## config.mk

```make
export PLATFORM = sky130hd
export DESIGN_NAME = mant_expand_align
export DESIGN_NICKNAME = d
export VERILOG_FILES = /design/src/rtl/mant_expand_align_pkg.sv /design/src/rtl/lead_sign_count.sv /design/src/rtl/mant_expand_align.sv
export SDC_FILE = /design/constraint.sdc
export NUM_CORES = 1
export LEC_CHECK = 0
export CAP_MARGIN = 20
export CORE_UTILIZATION = 35
export CTS_CLUSTER_SIZE = 25
export DETAILED_ROUTE_END_ITERATION = 10
export GPL_TIMING_DRIVEN = 0
export PLACE_DENSITY = 0.67
export SETUP_SLACK_MARGIN = 0.15
export SYNTH_ARGS = -nofsm -noshare
export SYNTH_HDL_FRONTEND = slang
export SYNTH_SLANG_ARGS = --single-unit
```

## constraint.sdc

```tcl
create_clock -name clk -period 2.3 [get_ports clk]
set_input_delay 0.46 -clock clk [delete_from_list [all_inputs] [get_ports clk]]
set_output_delay 0.46 -clock clk [all_outputs]
set_load 0.02 [all_outputs]
```

## src/rtl/mant_expand_align_pkg.sv

```systemverilog
`default_nettype none
// ============================================================================
// mant_expand_align_pkg : shared geometry, clamp helpers and beat type
// Rev 1.0
// ============================================================================
package mant_expand_align_pkg;

  localparam int DEF_WORK_WIDTH = 32;
  localparam int DEF_MANT_WIDTH = 24;

  // Clamp limits for a signed field of the given width (width <= 64).
  function automatic logic [63:0] sat_max(input int width);
    return (64'd1 << (width - 1)) - 64'd1;
  endfunction

  function automatic logic [63:0] sat_min(input int width);
    return 64'd1 << (width - 1);
  endfunction

  typedef struct packed {
    logic signed [DEF_MANT_WIDTH-1:0]       mant;
    logic [$clog2(DEF_WORK_WIDTH):0]        shift;
  } exp_align_beat_t;

endpackage
`default_nettype wire

```

## src/rtl/lead_sign_count.sv

```systemverilog
`default_nettype none
// ============================================================================
// lead_sign_count : number of redundant sign bits below the MSB (0..W-1)
// Rev 1.0
// ============================================================================
module lead_sign_count #(
  parameter int W = 24
) (
  input  logic [W-1:0]         x,
  output logic [$clog2(W)-1:0] cnt
);

  logic r_run_unused;
  logic run;

  always_comb begin
    cnt = '0;
    run = 1'b1;
    for (int i = W - 2; i >= 0; i--) begin
      if (run && (x[i] == x[W-1])) cnt = cnt + 1'b1;
      else                         run = 1'b0;
    end
  end

  assign r_run_unused = run;

endmodule
`default_nettype wire

```

## src/rtl/mant_expand_align.sv

```systemverilog
`default_nettype none
// ============================================================================
// mant_expand_align : mant * 2^(DROP + shift) onto the accumulator grid,
//                     saturating, 2-stage valid/ready pipeline
// Rev 1.0
// ============================================================================
module mant_expand_align
  import mant_expand_align_pkg::*;
#(
  parameter int WORK_WIDTH = DEF_WORK_WIDTH,
  parameter int MANT_WIDTH = DEF_MANT_WIDTH,
  parameter int CNT_WIDTH  = 16
) (
  input  logic                            clk,
  input  logic                            rst_n,
  input  logic                            in_valid,
  output logic                            in_ready,
  input  logic signed [MANT_WIDTH-1:0]    mant_in,
  input  logic [$clog2(WORK_WIDTH):0]     shift_in,
  output logic                            out_valid,
  input  logic                            out_ready,
  output logic signed [WORK_WIDTH-1:0]    out_val,
  output logic                            out_sat,
  input  logic                            sat_clr,
  output logic [CNT_WIDTH-1:0]            sat_count
);

  localparam int SHW  = $clog2(WORK_WIDTH) + 1;
  localparam int RW   = $clog2(MANT_WIDTH);
  localparam int AW   = SHW + 1;
  localparam int DROP = WORK_WIDTH - MANT_WIDTH;

  localparam logic [WORK_WIDTH-1:0] WORK_MAX = WORK_WIDTH'(sat_max(WORK_WIDTH));
  localparam logic [WORK_WIDTH-1:0] WORK_MIN = WORK_WIDTH'(sat_min(WORK_WIDTH));
  localparam logic [CNT_WIDTH-1:0]  CNT_MAX  = '1;

  typedef struct packed {
    logic signed [MANT_WIDTH-1:0] mant;
    logic [SHW-1:0]               shift;
    logic                         ovf;
  } s1_beat_t;

  logic [RW-1:0]          w_rsb;
  logic                   w_ovf;
  logic                   w_s1_adv;
  logic                   w_s2_adv;
  logic [AW-1:0]          w_amt;
  logic [WORK_WIDTH-1:0]  w_ext;
  logic [WORK_WIDTH-1:0]  w_res;

  logic                   r_s1_v;
  s1_beat_t               r_s1;
  logic                   r_s2_v;
  logic [WORK_WIDTH-1:0]  r_s2_val;
  logic                   r_s2_sat;
  logic [CNT_WIDTH-1:0]   r_cnt;

  lead_sign_count #(.W(MANT_WIDTH)) u_lsc (
    .x   (mant_in),
    .cnt (w_rsb)
  );

  // A zero mantissa never overflows, whatever the shift.
  assign w_ovf = (mant_in != '0) && (32'(shift_in) > 32'(w_rsb));

  assign w_s2_adv = !r_s2_v || out_ready;
  assign w_s1_adv = !r_s1_v || w_s2_adv;
  assign in_ready = w_s1_adv;

  // Without overflow DROP+shift never exceeds the headroom, so the shift is exact.
  assign w_amt = AW'(DROP) + AW'(r_s1.shift);
  assign w_ext = WORK_WIDTH'($signed(r_s1.mant));

  always_comb begin
    w_res = w_ext << w_amt;
    if (r_s1.ovf) w_res = r_s1.mant[MANT_WIDTH-1] ? WORK_MIN : WORK_MAX;
  end

  always_ff @(posedge clk or negedge rst_n) begin
    if (!rst_n) begin
      r_s1_v   <= 1'b0;
      r_s1     <= '0;
      r_s2_v   <= 1'b0;
      r_s2_val <= '0;
      r_s2_sat <= 1'b0;
    end else begin
      if (w_s1_adv) begin
        r_s1_v <= in_valid;
        if (in_valid) r_s1 <= '{mant: mant_in, shift: shift_in, ovf: w_ovf};
      end
      if (w_s2_adv) begin
        r_s2_v <= r_s1_v;
        if (r_s1_v) begin
          r_s2_val <= w_res;
          r_s2_sat <= r_s1.ovf;
        end
      end
    end
  end

  always_ff @(posedge clk or negedge rst_n) begin
    if (!rst_n)                                          r_cnt <= '0;
    else if (sat_clr)                                    r_cnt <= '0;
    else if (r_s2_v && out_ready && r_s2_sat && r_cnt != CNT_MAX) r_cnt <= r_cnt + 1'b1;
  end

  assign out_valid = r_s2_v;
  assign out_val   = r_s2_val;
  assign out_sat   = r_s2_sat;
  assign sat_count = r_cnt;

endmodule
`default_nettype wire

```

==> impl_metrics.json, run 1 <==
{
  "dr.pass1.iters": 5,
  "busiest_layer": "met2",
  "required_ns": 2.56,
  "worst_pin_slew_ns": 0.777,
  "dieArea_um2": 22000,
  "grt_max_degree": 56,
  "drc": 0,
  "period_needed_ns": 10.43,
  "initial_utilization_pct": 35.7,
  "finalCritPeriodShare_pct": 453,
  "ys.flop_type": "dfrtp_1",
  "grtUsageMet2_pct": 35.0,
  "violations": "setup timing",
  "path_class": "input pin to register",
  "finalHoldViolCount": 0,
  "cts_buffer_depth": 2,
  "drv_cap": 0,
  "portBuffers": 74,
  "die_h_um": 148,
  "root_buffer": "clkbuf_16",
  "cp-startpoint": "mant_in[23]",
  "antenna_found_initial": 0,
  "gr-usage-met3_pct": 2.18,
  "hold_class": "input pin to asynchronous set/reset pin",
  "powerDensity_nw_per_um2": 640,
  "power.leakage_nw": 4.03,
  "stdcell_count": 1340,
  "layout_setup_ws_ns": -8.13,
  "timing.setup.tns_ns": -8.13,
  "async_flop_share_pct": 100,
  "outcome": "finished, violations left",
  "timing.fmax_ghz": 0.0959,
  "grt_pass1_vias": 7072,
  "wl_per_cell_um": 16.4,
  "yosysWarnings": 0,
  "slew_headroom_pct": 48.0,
  "ios": 86,
  "totalWireLength_um": 22000,
  "end_kind": "register",
  "cp_max_fo": 9,
  "path_clk_slew_ns": 0.06,
  "cts_tree": "built",
  "diodes": 0,
  "crit_slowest_cell": "ha_1",
  "r2r-start": "sat_count[6]$_DFFE_PN0P_",
  "place_congestion": 0.922,
  "pre_cts_ws_ns": -9.15,
  "syn_area_um2": 7500,
  "syn_inst": 911,
  "die_w_um": 148,
  "final_layout_size_suffix_gt1_share_pct": 26.9,
  "track_usage_pct": 19.8,
  "grt_pass1_wl_um": 35300,
  "gr-total-overflow": 0,
  "final_antenna_net_count": 0,
  "slowest_delay_ns": 0.44,
  "core_area_um2": 21000,
  "drt_iter0_drc": 447,
  "met1_usage_pct": 25.4,
  "syn_nets": 974,
  "routed-via-count": 7444,
  "start_kind": "input pin",
  "post-place-cells": 1261,
  "viasPerCell": 5.56,
  "dp_hpwl_um": 16300,
  "synth_seq_cells": 82,
  "synth-seq-area-share_pct": 27.4,
  "skew_ns": 0.00673,
  "cts_sinks": 82,
  "worstPathArrival_ns": 10.69,
  "fill_cells": 1954,
  "maxSlewViolCount": 0,
  "setup_viol": 1,
  "synth_cell_types": 78,
  "clock_latency_ns": 0.34,
  "area_growth_pct": 36.8,
  "ir_worst_vdd_v": 0.000445,
  "cts_buffers": 9,
  "finalNetCount": 1123,
  "rsz0062_at_grt": "true",
  "htreeDepth": 3,
  "syn_avg_cell_area_um2": 8.23,
  "rows": 53,
  "synth_edf_count": 0
}
kinds of logic (layout without fill, tap and decap cells):
logic type | Yosys count | count (layout) | synth area share [%]
buf+inv | 81 | 235 | 4.27
mux | 71 | 71 | 12.6
fa+ha+maj | 30 | 30 | 4.95
flops | 82 | 82 | 27.4
xor+xnor | 56 | 56 | 7.69
simple gates | 366 | 366 | 23.1
compound gates | 225 | 225 | 20.0
report_power, final:
| part | internal (mW) | total, mW | leakage [nW] | switching (mW) |
|---|---|---|---|---|
| combinational | 1.47 | 3.15 | 2.90 | 1.67 |
| sequential | 1.68 | 1.88 | 0.978 | 0.194 |
| clock | 0.981 | 1.55 | 0.149 | 0.568 |
| total | 4.13 | 6.57 | 4.03 | 2.44 |
worst max-delay path, delay by kind of cell:
family | cells | cell delay, ns
fa+ha+maj | 13 | 3.44
simple gates | 9 | 0.95
buf+inv | 10 | 1.11
compound gates | 23 | 3.29
xor+xnor | 1 | 0.35
mux | 6 | 1.04
Yosys cell counts, types with 14 or more instances:
master    count  area [um^2]
clkbuf_1     45          169
ha_1         28          350
o21ai_0      59          295
o22a_1       16          140
xnor2_1      28          245
xor2_1       21          184
nand3_1      48          240
a31oi_1      19          119
dfrtp_1      82         2050
nand2b_1     14         87.6
or3_1        15         93.8
nand2_1     103          387
mux2_2       33          372
mux4_2       14          315
and3_1       17          106
nor3_1       16         80.1
nor2_1      100          375
inv_1        19         71.3
mux2i_1      22          220
a21oi_1      47          235
path summary, 6_finish.rpt:
path	depth (start not counted)	to	slack [ns]
setup / recovery	62	r_s1[0]$_DFFE_PN0P_	-8.13
hold / removal	1	out_val[30]$_DFFE_PN0P_	0.03
setup reg to reg	12	sat_count[5]$_DFFE_PN0P_	0.13
hold reg to reg	1	out_valid$_DFFE_PN0P_	0.49
max in group asynchronous	2	r_s1[4]$_DFFE_PN0P_	1.64
min in group clk	2	sat_count[2]$_DFFE_PN0P_	0.46
sequential cells by signal, indices dropped and copies added (netlist names):
| signal | cells |
|---|---|
| r_s1_v | 1 |
| out_valid | 1 |
| sat_count | 16 |
| out_sat | 1 |
| out_val | 32 |
| r_s1 | 31 |
cell type report:
type	instances	area, um^2	area share, %
flip-flops and latches	82	2060	20.1
well taps	275	344	3.35
multi-input cells	748	5760	56.1
clock buffers	12	246	2.40
plain buffers	60	402	3.92
repair buffers	138	1290	12.6
clock inverters	4	75.1	0.732
inverters	21	85.1	0.829
cell usage in the layout (no fill, tap or decap), types with 16 or more instances in the layout:
cell type / n
dfrtp_1: 77
a21oi_1: 41
o21ai_1: 18
nand2_1: 86
nor2_1: 94
nand2_2: 17
mux2_2: 30
o21ai_0: 32
buf_4: 59
xnor2_1: 27
clkdlybuf4s50_1: 72
o22a_1: 16
clkbuf_1: 30
xor2_1: 21
ha_1: 18
nand3_1: 45
what timing repair did:
| item | CTS | global route |
|---|---|---|
| setup buffers | 44 | 17 |
| hold buffers | 0 | 0 |
| pin swaps | 36 | 52 |
| setup endpoints to repair | 50 | 52 |
| resized for setup | 64 | 107 |
| gates cloned | 0 | 2 |
through the flow:
stage / hold WS [ns] / utilization, % / power, mW / instance area, um^2
floorplan: 0.164 / - / 3.58 / 7730
global placement: 0.459 / 41.9 / 4.40 / 8820
detailed placement: 0.405 / 42.1 / 4.45 / 8840
CTS: 0.0428 / 46.3 / 6.23 / 9740
global route: 0.0573 / 48.8 / 6.94 / 10300
finish: 0.0346 / 48.8 / 6.57 / 10300
layer usage:
metal | up-vias | part of all wire, %
li1 | 3621 | -
met1 | 3606 | 45
met2 | 198 | 50
met3 | 19 | 3.6
met4 | 0 | 1.4
met5 | - | 0
Power figures use the tool's default switching activity.
==> inputs of run 2 (changes only) <==
--- a/config.mk
+++ b/config.mk
@@ -10,7 +10,8 @@
 export CTS_CLUSTER_SIZE = 25
 export DETAILED_ROUTE_END_ITERATION = 10
 export GPL_TIMING_DRIVEN = 0
-export PLACE_DENSITY = 0.67
+export HOLD_SLACK_MARGIN = 0.15
+export PLACE_DENSITY = 0.65
 export SETUP_SLACK_MARGIN = 0.15
 export SYNTH_ARGS = -nofsm -noshare
 export SYNTH_HDL_FRONTEND = slang
==> constraint.sdc (replaced) <==
create_clock -name clk -period 10.9 [get_ports clk]
set_input_delay 2.18 -clock clk [delete_from_list [all_inputs] [get_ports clk]]
set_output_delay 2.18 -clock clk [all_outputs]
set_load 0.02 [all_outputs]
==> impl_metrics.json, run 2 (same netlist as run 1, synthesis figures left out) <==
{
  "outcome": "finished, violations left",
  "violations": "setup timing",
  "largest_register_ffs": 32,
  "powerDensity_nw_per_um2": 131,
  "dr.pass1.iters": 5,
  "area_growth_pct": 29.4,
  "die_w_um": 148,
  "place_congestion": 0.932,
  "worst_pin_slew_ns": 0.818,
  "core_area_um2": 21000,
  "path_class": "input pin to register",
  "viasPerCell": 5.51,
  "final_cell_mix": "99 x nor2_1, 96 x nand2_1, 82 x dfrtp_1",
  "setup_viol": 1,
  "diodes": 0,
  "hold_class": "register to register",
  "worstPathArrival_ns": 12.49,
  "maxSlewViolCount": 0,
  "crit_slowest_cell": "xnor3_2",
  "cts_buffer_depth": 2,
  "power.leakage_nw": 3.83,
  "htreeDepth": 3,
  "period_needed_ns": 12.28,
  "totalWireLength_um": 21400,
  "final_common_cell": "nor2_1",
  "final_antenna_net_count": 0,
  "pre_cts_ws_ns": -2.25,
  "root_buffer": "clkbuf_16",
  "finalNetCount": 1109,
  "cp_max_fo": 9,
  "cp_common_cell": "ha_4",
  "grt_pass1_wl_um": 35000,
  "cts_buffers": 9,
  "placed_cell_area_um2": 8790,
  "layout_setup_ws_ns": -1.38,
  "slowest_delay_ns": 0.37,
  "timing.setup.tns_ns": -1.38,
  "antenna_found_initial": 0,
  "clock_latency_ns": 0.33,
  "start_kind": "input pin",
  "cts_sinks": 82,
  "required_ns": 11.10,
  "ir_worst_vdd_v": 0.0000792,
  "initial_utilization_pct": 35.7,
  "rsz0062_at_grt": "true",
  "p_total_mw": 1.27,
  "drt_iter0_drc": 373,
  "end_kind": "register",
  "final_layout_size_suffix_gt1_share_pct": 18.4,
  "gr-total-overflow": 0,
  "grt_max_degree": 52,
  "wl_per_cell_um": 16.1,
  "grt_pass1_vias": 6889,
  "timing.hold.ws_ns": 0.475,
  "skew_ns": 0.00627,
  "drv_cap": 0,
  "grtUsageMet2_pct": 33.5,
  "timing.fmax_ghz": 0.0814,
  "slew_headroom_pct": 45.1,
  "dp_hpwl_um": 16200,
  "die_h_um": 148,
  "routed-via-count": 7301,
  "cts_tree": "built",
  "busiest_layer": "met2",
  "met1_usage_pct": 26.2,
  "final_area_um2": 9710,
  "path_clk_slew_ns": 0.06,
  "dieArea_um2": 22000,
  "ios": 86,
  "rows": 53,
  "gr-usage-met3_pct": 1.81,
  "drc": 0,
  "finalCritPeriodShare_pct": 113,
  "track_usage_pct": 19.6,
  "finalHoldViolCount": 0,
  "portBuffers": 74
}
run 2: changes by cell type in the layout (fill, tap and decap cells not counted), sizes merged:
cell and delta:
clkbuf +1, bufinv -2, clkinv +2, dlygate4sd2 -1
clkinvlp -1, clkdlybuf4s50 +1, buf -16
run 2: timing repair:
| action | in CTS | in global routing |
|---|---|---|
| setup buffers | 38 | 11 |
| endpoints found under the setup margin | 1 | 1 |
| cloned | 0 | 0 |
| gates resized for setup | 26 | 27 |
| hold endpoints to repair | 0 | 0 |
| pin swaps | 33 | 41 |
| hold buffers | 0 | 0 |
run 2: area by class of cell:
cell class	instances	area, um^2
clock inverters	3	17.5
clock buffers	11	243
repair buffers	124	1140
inverters	21	83.8
fillers	2050	11300
plain buffers	60	335
multi-input cells	748	5490
flip-flops and latches	82	2050
well taps	275	344
run 2: routing by layer:
metal	up-vias	wire length (um)	part of all wire, %
li1	3591	-	-
met1	3485	9770	46
met2	195	10500	49
met3	30	749	3.5
met4	0	391	1.8
met5	-	0	0
run 2: worst max-delay path, delay by kind of cell:
family                   cells  cell delay, ns
AO/OA/AOI/OAI               23            3.39
multiplexers                 3            0.81
buffers and inverters       17            1.89
AND/OR/NAND/NOR              9            0.84
XOR/XNOR                     1            0.37
adder cells (fa/ha/maj)     12            2.99
run 2: through the flow:
step,util [%],std cells
floorplan,-,911
global placement,41.7,1260
detailed placement,41.8,1261
CTS,45.1,1313
global route,46.2,1324
finish,46.2,1324
run 2: path summary, 6_finish.rpt:
path,start,end,slack (ns),cells after the start
min in group asynchronous,rst_n,out_val[15]$_DFFE_PN0P_,1.78,1
setup reg to reg,r_s1[1]$_DFFE_PN0P_,out_val[31]$_DFFE_PN0P_,7.91,10
hold reg to reg,r_s1_v$_DFFE_PN0N_,out_valid$_DFFE_PN0P_,0.48,1
setup / recovery,mant_in[23],r_s1[0]$_DFFE_PN0P_,-1.38,65
hold / removal,r_s1_v$_DFFE_PN0N_,out_valid$_DFFE_PN0P_,0.48,1
max in group asynchronous,rst_n,sat_count[0]$_DFFE_PN0P_,8.53,2
run 2: power by group:
| group | internal (mW) | total, mW | switching [mW] | leakage (nW) |
|---|---|---|---|---|
| Clock | 0.157 | 0.269 | 0.112 | 0.127 |
| Combinational | 0.280 | 0.606 | 0.327 | 2.72 |
| Sequential | 0.355 | 0.393 | 0.0382 | 0.985 |
==> inputs of run 3 (changes only) <==
--- a/config.mk
+++ b/config.mk
@@ -6,6 +6,7 @@
 export NUM_CORES = 1
 export LEC_CHECK = 0
 export CAP_MARGIN = 20
+export CORE_ASPECT_RATIO = 1.75
 export CORE_UTILIZATION = 35
 export CTS_CLUSTER_SIZE = 25
 export DETAILED_ROUTE_END_ITERATION = 10
==> impl_metrics.json, run 3 (same netlist as run 1, synthesis figures left out) <==
{
  "crit_slowest_cell": "a2111oi_4",
  "required_ns": 11.11,
  "worstPathArrival_ns": 12.25,
  "die_h_um": 196,
  "switching_power_mw": 0.483,
  "hold_class": "register to register",
  "grt_pass1_vias": 7308,
  "gr-usage-met3_pct": 1.88,
  "drt_iter0_drc": 253,
  "final_layout_size_suffix_gt1_share_pct": 17.0,
  "ir_worst_vdd_v": 0.0000777,
  "stdcell_count": 1284,
  "rows": 70,
  "worst_pin_slew_ns": 0.800,
  "grtUsageMet2_pct": 41.3,
  "finalNetCount": 1092,
  "viasPerCell": 5.69,
  "timing.hold.ws_ns": 0.480,
  "power.leakage_nw": 3.77,
  "hold_buffers": 0,
  "path_clk_slew_ns": 0.06,
  "met1_usage_pct": 20.6,
  "post-place-cells": 1238,
  "path_class": "input pin to register",
  "wl_per_cell_um": 17.8,
  "root_buffer": "clkbuf_16",
  "timing.fmax_ghz": 0.0831,
  "ios": 86,
  "setup_viol": 1,
  "cts_tree": "built",
  "outcome": "finished, violations left",
  "multi_input_area_um2": 5470,
  "powerDensity_nw_per_um2": 137,
  "slowest_delay_ns": 0.35,
  "cts_buffer_depth": 2,
  "place_congestion": 0.953,
  "timing.setup.tns_ns": -1.13,
  "final_antenna_net_count": 0,
  "fill_cells": 2049,
  "final_cell_mix": "99 x nand2_1, 99 x nor2_1, 82 x dfrtp_1",
  "core_area_um2": 20900,
  "final_area_um2": 9570,
  "dp_hpwl_um": 18200,
  "skew_ns": 0.00567,
  "cp_max_fo": 7,
  "htreeDepth": 3,
  "end_kind": "register",
  "start_kind": "input pin",
  "diodes": 0,
  "clock_latency_ns": 0.35,
  "seq_area_um2": 2050,
  "gr-total-overflow": 0,
  "grt_max_degree": 46,
  "slew_headroom_pct": 46.3,
  "area_growth_pct": 27.6,
  "pwr-share-seq_pct": 30.1,
  "largest_register_ffs": 32,
  "routed-via-count": 7309,
  "antenna_found_initial": 0,
  "finalHoldViolCount": 0,
  "layout_setup_ws_ns": -1.13,
  "rsz0062_at_grt": "true",
  "maxSlewViolCount": 0,
  "clockPowerShare_pct": 24.4,
  "dr.pass1.iters": 5,
  "placed_cell_area_um2": 8750,
  "portBuffers": 74,
  "comb_power_share_pct": 45.4,
  "p_int_mw": 0.825,
  "grt_pass1_wl_um": 36600,
  "period_needed_ns": 12.03,
  "dieArea_um2": 22000,
  "finalCritPeriodShare_pct": 110,
  "track_usage_pct": 21.0,
  "violations": "setup timing",
  "p_total_mw": 1.31,
  "busiest_layer": "met2",
  "drv_cap": 0,
  "cts_buffers": 9,
  "totalWireLength_um": 22900,
  "die_w_um": 113,
  "swShare_pct": 37.0,
  "cts_sinks": 82,
  "initial_utilization_pct": 35.8,
  "drc": 0
}
## run 3: cell type report
class,count,area share [%]
clock buffers,11,2.54
multi-input cells,748,57.1
repair buffers,107,10.4
clock inverters,3,0.680
well taps,252,3.29
plain buffers,60,3.56
flip-flops and latches,82,21.4
inverters,21,0.954
## run 3: worst paths after layout
path / slack (ns) / startpoint / depth (start not counted) / endpoint
min in group asynchronous: 1.83 / rst_n / 1 / sat_count[10]$_DFFE_PN0P_
max: -1.13 / mant_in[23] / 61 / r_s1[0]$_DFFE_PN0P_
min: 0.48 / r_s1_v$_DFFE_PN0N_ / 1 / out_valid$_DFFE_PN0P_
max reg2reg: 7.81 / r_s1[1]$_DFFE_PN0P_ / 10 / out_val[31]$_DFFE_PN0P_
min reg2reg: 0.48 / r_s1_v$_DFFE_PN0N_ / 1 / out_valid$_DFFE_PN0P_
max in group asynchronous: 8.45 / rst_n / 2 / r_s1[29]$_DFFE_PN0P_
## run 3: critical path, delay by kind of cell
kind                     cells  cell delay [ns]
AO/OA/AOI/OAI               25             3.87
adder cells (fa/ha/maj)     14             3.74
buffers and inverters       10             0.98
AND/OR/NAND/NOR              9             0.73
multiplexers                 3             0.72
## run 3: what timing repair did
item	CTS	global route
resized for setup	27	23
endpoints found under the setup margin	1	1
hold endpoints to repair	0	0
pin swaps	30	39
buffers inserted	21	11
## run 3: power groups by stage
stage                     sequential, mW  clock [mW]  combinational, mW
after CTS                          0.395       0.326              0.568
after global routing               0.402       0.336              0.643
after detailed placement           0.400           0              0.546
after floorplan                    0.430           0              0.323
after global placement             0.398           0              0.540
final                              0.394       0.320              0.594
## run 3: metrics by stage
stage	setup slack (ns)	utilization, %
after floorplan	-0.948	-
after global placement	-2.22	41.7
after global routing	-1.67	45.7
after detailed placement	-2.39	41.8
final	-1.13	45.7
after CTS	-1.37	44.7
## run 3: layer usage
layer  share of wire (%)  vias to the layer above
li1                    -                     3555
met1                  36                     3483
met2                  55                      200
met3                 2.6                       71
met4                 6.1                        0
met5                   0                        -
